## src/rtl/reset_sequencer.sv

```systemverilog
// Reset sequencer: merges power-on, button, software and watchdog reset sources, holds all
// domain resets for CYCLES edges, then releases them one by one in ascending order, STAGGER
// edges apart. The cause of the last reset is kept for firmware readback.
module reset_sequencer #(
  parameter int unsigned CYCLES          = 20,
  parameter int unsigned CHANNELS        = 2,
  parameter int unsigned STAGGER         = 4,
  parameter int unsigned DEBOUNCE_CYCLES = 16,
  parameter int unsigned WATCHDOG_CYCLES = 0
) (
  input  logic                clk,
  input  logic                reset,
  input  logic                btn_i,
  input  logic                sw_reset_i,
  input  logic                wdt_kick_i,
  output logic [CHANNELS-1:0] reset_o,
  output logic                busy_o,
  output logic [1:0]          cause_o
);

  localparam int unsigned HoldW = (CYCLES > 1) ? $clog2(CYCLES) : 1;
  localparam int unsigned StgW  = (STAGGER > 1) ? $clog2(STAGGER) : 1;
  localparam int unsigned DebW  = (DEBOUNCE_CYCLES > 1) ? $clog2(DEBOUNCE_CYCLES) : 1;

  localparam logic [HoldW-1:0] HoldLast = HoldW'(CYCLES - 1);
  localparam logic [StgW-1:0]  StgLast  = StgW'(STAGGER - 1);
  localparam logic [DebW-1:0]  DebLast  = DebW'(DEBOUNCE_CYCLES - 1);

  localparam logic [1:0] CauseBtn = 2'd1;
  localparam logic [1:0] CauseSw  = 2'd2;
  localparam logic [1:0] CauseWdt = 2'd3;

  typedef enum logic [1:0] {StHold, StRelease, StRun} state_e;

  state_e              state_q, state_d;
  logic [HoldW-1:0]    hold_q, hold_d;
  logic [StgW-1:0]     stg_q, stg_d;
  logic [CHANNELS-1:0] rst_q, rst_d, rst_shift;
  logic [1:0]          cause_q, cause_d;
  logic                sync1_q, sync2_q;
  logic [DebW-1:0]     deb_q, deb_d;
  logic                btn_press;
  logic                wdt_fire;
  logic                trigger;

  // Two-flop synchroniser for the asynchronous button
  always_ff @(posedge clk or posedge reset) begin
    if (reset) begin
      sync1_q <= 1'b0;
      sync2_q <= 1'b0;
    end else begin
      sync1_q <= btn_i;
      sync2_q <= sync1_q;
    end
  end

  // Debounce counter: counts synchronised-high cycles, saturating at the press threshold
  always_comb begin
    deb_d = deb_q;
    if (!sync2_q) begin
      deb_d = '0;
    end else if (deb_q != DebLast) begin
      deb_d = deb_q + 1'b1;
    end
  end

  // Debounce counter register
  always_ff @(posedge clk or posedge reset) begin
    if (reset) begin
      deb_q <= '0;
    end else begin
      deb_q <= deb_d;
    end
  end

  assign btn_press = sync2_q && (deb_q == DebLast);

  if (WATCHDOG_CYCLES > 0) begin : g_wdt
    localparam int unsigned WdtW = (WATCHDOG_CYCLES > 1) ? $clog2(WATCHDOG_CYCLES) : 1;
    localparam logic [WdtW-1:0] WdtLast = WdtW'(WATCHDOG_CYCLES - 1);

    logic [WdtW-1:0] wdt_q, wdt_d;

    // Watchdog counts only in RUN; a kick in the timeout cycle suppresses the fire
    always_comb begin
      wdt_fire = (state_q == StRun) && !wdt_kick_i && (wdt_q == WdtLast);
      wdt_d    = wdt_q + 1'b1;
      if ((state_q != StRun) || wdt_kick_i || wdt_fire) begin
        wdt_d = '0;
      end
    end

    // Watchdog counter register
    always_ff @(posedge clk or posedge reset) begin
      if (reset) begin
        wdt_q <= '0;
      end else begin
        wdt_q <= wdt_d;
      end
    end
  end else begin : g_no_wdt
    logic unused_kick;
    assign unused_kick = wdt_kick_i;
    assign wdt_fire    = 1'b0;
  end

  // Each release step clears the lowest still-asserted channel
  assign rst_shift = rst_q << 1;

  // Sequencer next-state: hold, staggered release, run; any trigger outside HOLD restarts
  always_comb begin
    state_d = state_q;
    hold_d  = hold_q;
    stg_d   = stg_q;
    rst_d   = rst_q;
    cause_d = cause_q;
    trigger = btn_press || wdt_fire || sw_reset_i;
    case (state_q)
      StHold: begin
        if (btn_press) begin
          hold_d = '0;
        end else if (hold_q == HoldLast) begin
          hold_d  = '0;
          stg_d   = '0;
          rst_d   = rst_shift;
          state_d = (rst_shift == '0) ? StRun : StRelease;
        end else begin
          hold_d = hold_q + 1'b1;
        end
      end
      StRelease: begin
        if (stg_q == StgLast) begin
          stg_d = '0;
          rst_d = rst_shift;
          if (rst_shift == '0) begin
            state_d = StRun;
          end
        end else begin
          stg_d = stg_q + 1'b1;
        end
      end
      StRun: begin
        rst_d = '0;
      end
      default: begin
        state_d = StHold;
        rst_d   = '1;
      end
    endcase
    if ((state_q != StHold) && trigger) begin
      state_d = StHold;
      hold_d  = '0;
      stg_d   = '0;
      rst_d   = '1;
      cause_d = btn_press ? CauseBtn : (wdt_fire ? CauseWdt : CauseSw);
    end
  end

  // Sequencer state registers
  always_ff @(posedge clk or posedge reset) begin
    if (reset) begin
      state_q <= StHold;
      hold_q  <= '0;
      stg_q   <= '0;
      rst_q   <= '1;
      cause_q <= 2'd0;
    end else begin
      state_q <= state_d;
      hold_q  <= hold_d;
      stg_q   <= stg_d;
      rst_q   <= rst_d;
      cause_q <= cause_d;
    end
  end

  assign reset_o = rst_q;
  assign busy_o  = |rst_q;
  assign cause_o = cause_q;

endmodule

```

## config.mk

```make
export PLATFORM = sky130hd
export DESIGN_NAME = reset_sequencer
export DESIGN_NICKNAME = d
export VERILOG_FILES = /design/src/rtl/reset_sequencer.sv
export SDC_FILE = /design/constraint.sdc
export NUM_CORES = 1
export LEC_CHECK = 0
export BUFFER_PORTS_ARGS = -buffer_cell sky130_fd_sc_hd__buf_4
export CAP_MARGIN = 20
export CORE_MARGIN = 5
export CORE_UTILIZATION = 45
export CTS_CLUSTER_SIZE = 20
export DETAILED_ROUTE_END_ITERATION = 10
export PLACE_DENSITY = 0.71
export SYNTH_ARGS = -nofsm -noshare
export SYNTH_HDL_FRONTEND = slang
export SYNTH_SLANG_ARGS = --single-unit
```

## constraint.sdc

```tcl
create_clock -name clk -period 1.49 [get_ports clk]
set_input_delay 0.0745 -clock clk [delete_from_list [all_inputs] [get_ports clk]]
set_output_delay 0.0745 -clock clk [all_outputs]
set_load 0.02 [all_outputs]
```

==> metrics.txt, run 1 <==
vias per inst 5.23; arrival time worst endpoint 1.74 ns; largest net degree at the start of global routing 20; Clock H-tree levels 1; worst vdd ir 1050 uV; met2 Use GR 21.5%; final hold violations 0; P_leak 0.598 nW; Max FO, Critical Path 2; DR WL/cell 13.0 um; Post-Syn Area 973 um2; Antenna Violating Nets Remaining 0; sequential-to-total area share from yosys stat 49.1%; ANT cells 0; DRC Markers 0; Post-synth ARST share 100%; DR iter-0 viols 22; Syn Inst Count 97; global-route wire length before repair 3440 um; max_slew headroom 52.8%; clk_lat worst skew 0.30 ns; final WL 1960 um; Die H 56.5 um; syn nets 105; Critical path origin hold_q[1]; Ys Warns 0; die width 56.5 um; Min Clock Period, post-route 1.51 ns; Worst-path clk slew 0.11 ns; CTS Root Buffer Type clkbuf_4; worst setup path end reset_o[1]; Pre-antenna DRT Iters 4; RSZ-0062 raised after global routing yes; count of different cell masters after synthesis 37; WS Path Type reg2reg; multi-input logic area 519 um2; Max Cap Viol 0; fill cell count 174; DP HPWL 1480 um; clock sink total 19; status complete, but fails checks; reg2reg start hold_q[1]; IO buf count 8; FF-to-FF path depth 5; GRT busiest layer met2; violated checks setup timing; # setup viols final 1; Worst Max-Slew Pin Slew 0.707 ns; pre-CTS WS -0.0116 ns; Register Area 478 um2; antenna violations before repair 0; Final TNS setup -0.0213 ns; Worst Hold Class in2reg; grt met3 use 2.98%; Area Overhead vs Synth 31.6%; vias in the first global route 797; CTS Buf Count 3; Power Density 1590 mW/mm2; layout cells sized above 1 36.3%; fin worst setup slack -0.0213 ns; fin nets 133; RePlAce Congestion 0.824; die area 0.00319 mm2; Top Ports 10; Rows 16; Max clock buf depth 2; core region area 0.00200 mm2; critical path launch point type flip-flop; Worst Path Required 1.72 ns; Global Route met1 Usage 17.5%; Top FF cell, synth dfrtp_1; GRT overflow 0; clock skew 0.00653 ns; Crit. End Element flip-flop; Vias 790; Hold WS 0.120 ns; EDFF count, synth 0; mean area per synthesized cell 10.0 um2; reg2reg end reset_o[1]; fin crit share 101%; effective utilization at floorplan 48.6%; max-slew violations 0; FMAX 0.662 GHz; CTS tree yes; Reg2Reg Setup Slack -0.02 ns; Yosys reg bits 19; GRT Total Usage 13.8%
[cells in the final DEF (no fill, tap or decap), drive strengths merged, types with 4 or more instances in the layout]
cell,count
buf,25
dfrtp,17
nand2,11
nor2,10
a21oi,7
o21ai,6
inv,4
[sequential cells by signal (all words and copies together), names as in the netlist]
signal / flops
cause_o: 2
deb_q: 4
hold_q: 5
reset_o: 2
state_q: 2
stg_q: 2
sync1_q: 1
sync2_q: 1
[worst min path at each step]
stage          startpoint          to  cells past startpoint
6_report       sw_reset_i   hold_q[1]                      3
5_1_grt        sw_reset_i   hold_q[1]                      3
4_1_cts        sw_reset_i   hold_q[1]                      3
3_5_place_dp        btn_i     sync1_q                      1
3_3_place_gp        btn_i     sync1_q                      1
2_1_floorplan       reset  cause_o[0]                      1
[kinds of logic (layout without fill, tap and decap cells)]
group,Yosys count,after routing,share of synthesized area [%]
compound gates,25,25,18.0
simple gates,37,37,21.0
mux,2,2,2.19
xor+xnor,3,3,2.70
buf+inv,8,35,3.21
flops,19,19,49.1
fa+ha+maj,3,3,3.86
[cell usage after synthesis, drive strengths merged, types with 2 or more instances]
| cell type | count | area (um2) |
|---|---|---|
| o2111ai | 2 | 17.5 |
| xor2 | 3 | 26.3 |
| dfrtp | 17 | 425 |
| nand2 | 11 | 41.3 |
| nand3 | 3 | 15.0 |
| ha | 3 | 37.5 |
| dfstp | 2 | 52.6 |
| a21oi | 7 | 38.8 |
| inv | 4 | 15.0 |
| nor2b | 3 | 18.8 |
| nor3 | 3 | 15.0 |
| nor2 | 10 | 40.0 |
| o21ai | 6 | 30.0 |
| or2 | 2 | 12.5 |
| clkbuf | 3 | 11.3 |
[report_power, final]
part	switching [mW]	total (mW)	leakage (nW)	internal, mW
registers	0.112	0.798	0.236	0.686
clock network	0.160	0.260	0.0177	0.100
logic	0.488	0.979	0.343	0.492
[metrics by stage]
| step | cell area [um2] | total power [mW] | std cells | util, % |
|---|---|---|---|---|
| 4_1_cts | 1260 | 2.04 | 151 | 62.8 |
| 2_1_floorplan | 992 | 1.37 | 97 | - |
| 5_1_grt | 1280 | 2.20 | 151 | 64.0 |
| 3_5_place_dp | 1200 | 1.75 | 145 | 59.8 |
| 6_report | 1280 | 2.04 | 151 | 64.0 |
| 3_3_place_gp | 1200 | 1.72 | 145 | 59.8 |
[cell type report]
| type | instances | area share [%] |
|---|---|---|
| multi-input combinational | 70 | 40.5 |
| sequential | 19 | 37.3 |
| timing repair buffer | 27 | 16.2 |
| tap | 27 | 2.64 |
| clock buffer | 3 | 1.76 |
| inverter | 4 | 1.17 |
| clock inverter | 1 | 0.391 |
[critical path, cell delays in order (launching register included)]
cell and delay (ns):
dfrtp_1 0.40, ha_2 0.19, and4bb_1 0.20, a21o_1 0.17, a21oi_2 0.17, mux2_4 0.32
[routing by layer]
metal	part of all wire, %	up-vias	wire (um)
li1	-	405	-
met1	47	371	930
met2	49	10	958
met3	2.0	4	40
met4	1.6	0	31
met5	0	-	0
[repair_timing]
item                                    CTS  global route
setup buffers                             0             0
pin swaps                                 0             4
hold endpoints to repair                 18             0
endpoints found under the setup margin    3             8
hold buffers                              2             0
resized for setup                         2             6
Note: power is estimated with default switching activity, not from simulation.
==> run 2: changes to the inputs <==
- SETUP_SLACK_MARGIN: default -> 0.3
==> run 2 against run 1 <==
  * The flow still finishes with violations (setup timing)
  * Maximum frequency is 4.2% lower
  * Clock skew fell by 0.0011 ns
  * Core utilization up 7.9 points
  * Register-to-register slack lost 0.07 ns
  * First-iteration DRC count decreased by 18%
  * Combinational power increased by 27%
  * Setup slack got worse by 0.066 ns
  * Largest power group unchanged
==> metrics.txt, run 2 (synthesis results as in run 1) <==
status complete, but fails checks; violated checks setup timing; vias per inst 5.56; worst vdd ir 1190 uV; WS Path Type reg2reg; post-route cell area 0.00144 mm2; RSZ-0062 raised after global routing yes; clock skew 0.00546 ns; fill cell count 147; die width 56.5 um; DP HPWL 1560 um; global-route wire length before repair 3910 um; Top Ports 10; max_slew headroom 52.7%; final WL 2440 um; clk_lat worst skew 0.30 ns; Die H 56.5 um; Register Area 479 um2; Vias 873; Seq pwr share 35.5%; P_leak 0.651 nW; Worst Path Required 1.73 ns; layout cells sized above 1 51.5%; commonest non-fill, non-tap cells in the layout 25 x buf_4, 16 x dfrtp_1, 7 x nand2_1, 7 x nor2_1, 6 x buf_6; Hold WS 0.109 ns; total net switching power 0.885 mW; CTS tree yes; Max Cap Viol 0; RePlAce Congestion 0.811; Clock H-tree levels 1; Antenna Violating Nets Remaining 0; CTS Buf Count 3; FMAX 0.634 GHz; fin crit share 106%; Crit. End Element flip-flop; Worst Hold Class in2reg; ANT cells 0; Max FO, Critical Path 2; max-slew violations 0; final core area utilization 71.9%; Global Route met1 Usage 17.5%; grt met3 use 2.98%; DR iter-0 viols 18; Area Overhead vs Synth 47.9%; met2 Use GR 29.0%; DRC Markers 0; Power Density 1620 mW/mm2; fin worst setup slack -0.0875 ns; logic gate share of total power 53.1%; max reg flops 5; vias in the first global route 886; Min Clock Period, post-route 1.58 ns; CTS Root Buffer Type clkbuf_4; Max clock buf depth 2; die area 0.00319 mm2; largest net degree at the start of global routing 20; effective utilization at floorplan 48.6%; Worst Max-Slew Pin Slew 0.709 ns; GRT Total Usage 16.0%; largest reg by FF count hold_q; Pre-antenna DRT Iters 4; Worst-path clk slew 0.11 ns; Rows 16; core region area 0.00200 mm2; clock sink total 19; P_int 1.45 mW; antenna violations before repair 0; IO buf count 8; GRT overflow 0; final hold violations 0; Top Registers hold_q x5, deb_q x4; critical path launch point type flip-flop; multi-input logic area 611 um2; Final TNS setup -0.101 ns; # setup viols final 2; clock power share 11.3%; DR WL/cell 15.5 um; commonest non-fill, non-tap cell in the layout buf_4; arrival time worst endpoint 1.82 ns; fin nets 139; placed cell area 0.00118 mm2; GRT busiest layer met2; Net Sw Frac 37.9%
[run 2: changes by cell type in the layout (fill, tap and decap cells not counted), moves of 2 or more]
| cell | before | now |
|---|---|---|
| a21oi_1 | 6 | 4 |
| a21oi_2 | 1 | 3 |
| buf_6 | 0 | 6 |
| nand2_1 | 11 | 7 |
| nand2_2 | 0 | 3 |
| nor3_1 | 3 | 0 |
| nor3_4 | 0 | 2 |
| o21ai_0 | 3 | 1 |
| or2_4 | 0 | 2 |
[run 2: power groups by stage]
| stage | clock, mW | combinational, mW | sequential (mW) |
|---|---|---|---|
| after floorplan | 0 | 0.506 | 0.868 |
| after global placement | 0 | 0.907 | 0.806 |
| after detailed placement | 0 | 0.943 | 0.826 |
| after CTS | 0.265 | 1.11 | 0.831 |
| after global routing | 0.295 | 1.36 | 0.847 |
| final | 0.265 | 1.24 | 0.831 |
[run 2: timing repair]
action | in CTS | in global routing
setup endpoints to repair | 16 | 16
pin swaps | 14 | 14
resized for setup | 24 | 14
buffers inserted | 3 | 5
endpoints found under the hold margin | 18 | 0
hold buffers | 2 | 0
[run 2: per-stage QoR]
| step | total power [mW] | std cells | worst slack (ns) |
|---|---|---|---|
| 3_5_place_dp | 1.77 | 143 | -0.0173 |
| 3_3_place_gp | 1.71 | 143 | 0.0149 |
| 6_report | 2.34 | 157 | -0.0875 |
| 2_1_floorplan | 1.37 | 97 | -0.00185 |
| 5_1_grt | 2.50 | 157 | -0.125 |
| 4_1_cts | 2.20 | 152 | -0.0307 |
[run 2: layout make-up]
class / count / area share (%)
Clock buffer: 4 / 1.82
Tap cell: 27 / 2.35
Timing Repair Buffer: 33 / 19.1
Sequential cell: 19 / 33.3
Inverter: 4 / 1.04
Multi-Input combinational cell: 70 / 42.4
[run 2: critical path, stage by stage (launching register included)]
cell,delay (ns)
dfrtp_1,0.40
ha_2,0.19
and4bb_1,0.22
a21o_1,0.19
a21oi_2,0.19
mux2_4,0.31
[run 2: per-layer routing]
layer  up-vias  part of all wire, %
li1        413                    -
met3         9                  3.2
met4         0                  2.8
met2        16                   54
met1       435                   40
met5         -                    0
[run 2: path summary, 6_finish.rpt]
check	slack, ns	from	end	depth (start not counted)
max	-0.09	hold_q[1]	reset_o[1]	5
min	0.11	sw_reset_i	cause_o[1]	3
max reg2reg	-0.09	hold_q[1]	reset_o[1]	5
min reg2reg	0.37	sync1_q	sync2_q	0
max in group asynchronous	0.57	reset	state_q[0]	3
min in group asynchronous	0.44	reset	sync2_q	3
==> run 3: changes to the inputs <==
- PLACE_DENSITY: 0.71 -> 0.66
==> run 3 against run 2 <==
  * The run still ends with setup timing left
  * Sequential share of layout area is 0.15 points higher
  * Routed wire length down 2.3%
  * Final cell count grew 0.64%
==> metrics.txt, run 3 (synthesis results as in run 1) <==
Top Ports 10; die area 0.00319 mm2; clk_lat worst skew 0.31 ns; clock power share 12.0%; Max FO, Critical Path 2; total net switching power 0.876 mW; Worst-path clk slew 0.11 ns; max-slew violations 0; max_slew headroom 79.8%; largest net degree at the start of global routing 20; GRT Total Usage 14.9%; CTS Buf Count 3; status complete, but fails checks; Area Overhead vs Synth 47.3%; P_int 1.42 mW; Hold EP cause_o[1]; fin worst setup slack -0.0320 ns; layout cells sized above 1 50.4%; largest reg by FF count hold_q; Final TNS setup -0.0320 ns; max reg flops 5; Pre-antenna DRT Iters 4; Clock H-tree levels 1; Net Sw Frac 38.2%; DR WL/cell 15.1 um; # setup viols final 1; clock skew 0.00429 ns; WS Path Type reg2reg; Worst Hold Class in2reg; FMAX 0.657 GHz; DP HPWL 1510 um; placed cells 145; Crit. End Element flip-flop; Worst Max-Slew Pin Slew 0.301 ns; Vias 850; vias in the first global route 841; worst hold start sw_reset_i; RSZ-0062 raised after global routing yes; Rows 16; reg2reg start hold_q[1]; Top Registers hold_q x5, deb_q x4; critical path launch point type flip-flop; Critical path origin hold_q[1]; arrival time worst endpoint 1.77 ns; FF-to-FF path depth 5; Reg2Reg Setup Slack -0.03 ns; fill cell count 150; Seq pwr share 35.6%; Hold WS 0.105 ns; ANT cells 0; reg2reg end reset_o[1]; DR iter-0 viols 12; commonest non-fill, non-tap cell in the layout buf_4; P_leak 0.651 nW; antenna violations before repair 0; Min Clock Period, post-route 1.52 ns; effective utilization at floorplan 48.6%; fin nets 140; Final Power 2.30 mW; core region area 0.00200 mm2; commonest non-fill, non-tap cells in the layout 28 x buf_4, 16 x dfrtp_1, 8 x nand2_1, 7 x nor2_1, 5 x a21oi_1; vias per inst 5.38; Antenna Violating Nets Remaining 0; clock sink total 19; die width 56.5 um; GRT overflow 0; hold path depth 3; global-route wire length before repair 3780 um; CTS Root Buffer Type clkbuf_4; RePlAce Congestion 0.821; final WL 2380 um; final hold violations 0; fin crit share 102%; violated checks setup timing; worst vdd ir 1320 uV; Max Cap Viol 0; placed cell area 0.00120 mm2; Worst Path Required 1.74 ns; logic gate share of total power 52.4%; IO buf count 8; fin cells 158; post-route cell area 0.00143 mm2; Power Density 1600 mW/mm2; DRC Markers 0; Max clock buf depth 2; CTS tree yes; Die H 56.5 um
==> run 3: metrics by stage <==
step | worst slack, ns | util, %
global route | -0.117 | 71.6
global placement | 0.0188 | 59.8
detailed placement | -0.00791 | 59.8
finish | -0.0320 | 71.6
CTS | -0.0214 | 67.3
floorplan | -0.00185 | -
==> run 3: what timing repair did <==
item,4_1_cts,5_1_grt
endpoints found under the hold margin,18,0
endpoints found under the setup margin,16,15
pin swaps,12,13
setup buffers,3,4
hold buffers,2,0
gates resized for setup,20,15
==> run 3: cell type report <==
cell class                      count  area (um2)  share of cell area (%)
Multi-Input combinational cell     70         604                    42.1
Sequential cell                    19         479                    33.4
Timing Repair Buffer               34         275                    19.2
Tap cell                           27        33.8                    2.36
Clock buffer                        4        26.3                    1.83
Inverter                            4        15.0                    1.05
==> run 3: worst max-delay path by stage <==
stage / end / cells past startpoint
detailed placement: reset_o[1] / 5
finish: reset_o[1] / 5
floorplan: reset_o[1] / 5
CTS: reset_o[1] / 5
global placement: reset_o[1] / 5
global route: reset_o[1] / 5
==> run 3: metal layers <==
metal	track usage [%]	vias to the layer above	wire length, um
met5	0	-	0
met4	6.10	0	84
met3	2.06	9	74
met2	24.1	14	1170
met1	19.7	408	1050
li1	-	419	-
==> run 3: critical path, cell delays in order (launching register included) <==
cell	delay, ns
dfrtp_1	0.40
ha_2	0.19
and4bb_1	0.21
a21o_1	0.18
a21oi_2	0.17
mux2_4	0.31
==> run 3: power groups by stage <==
stage / sequential (mW) / combinational, mW / clock, mW
3_5_place_dp: 0.812 / 0.948 / 0
4_1_cts: 0.813 / 1.10 / 0.272
6_report: 0.817 / 1.20 / 0.276
5_1_grt: 0.842 / 1.32 / 0.292
3_3_place_gp: 0.805 / 0.913 / 0
2_1_floorplan: 0.868 / 0.506 / 0
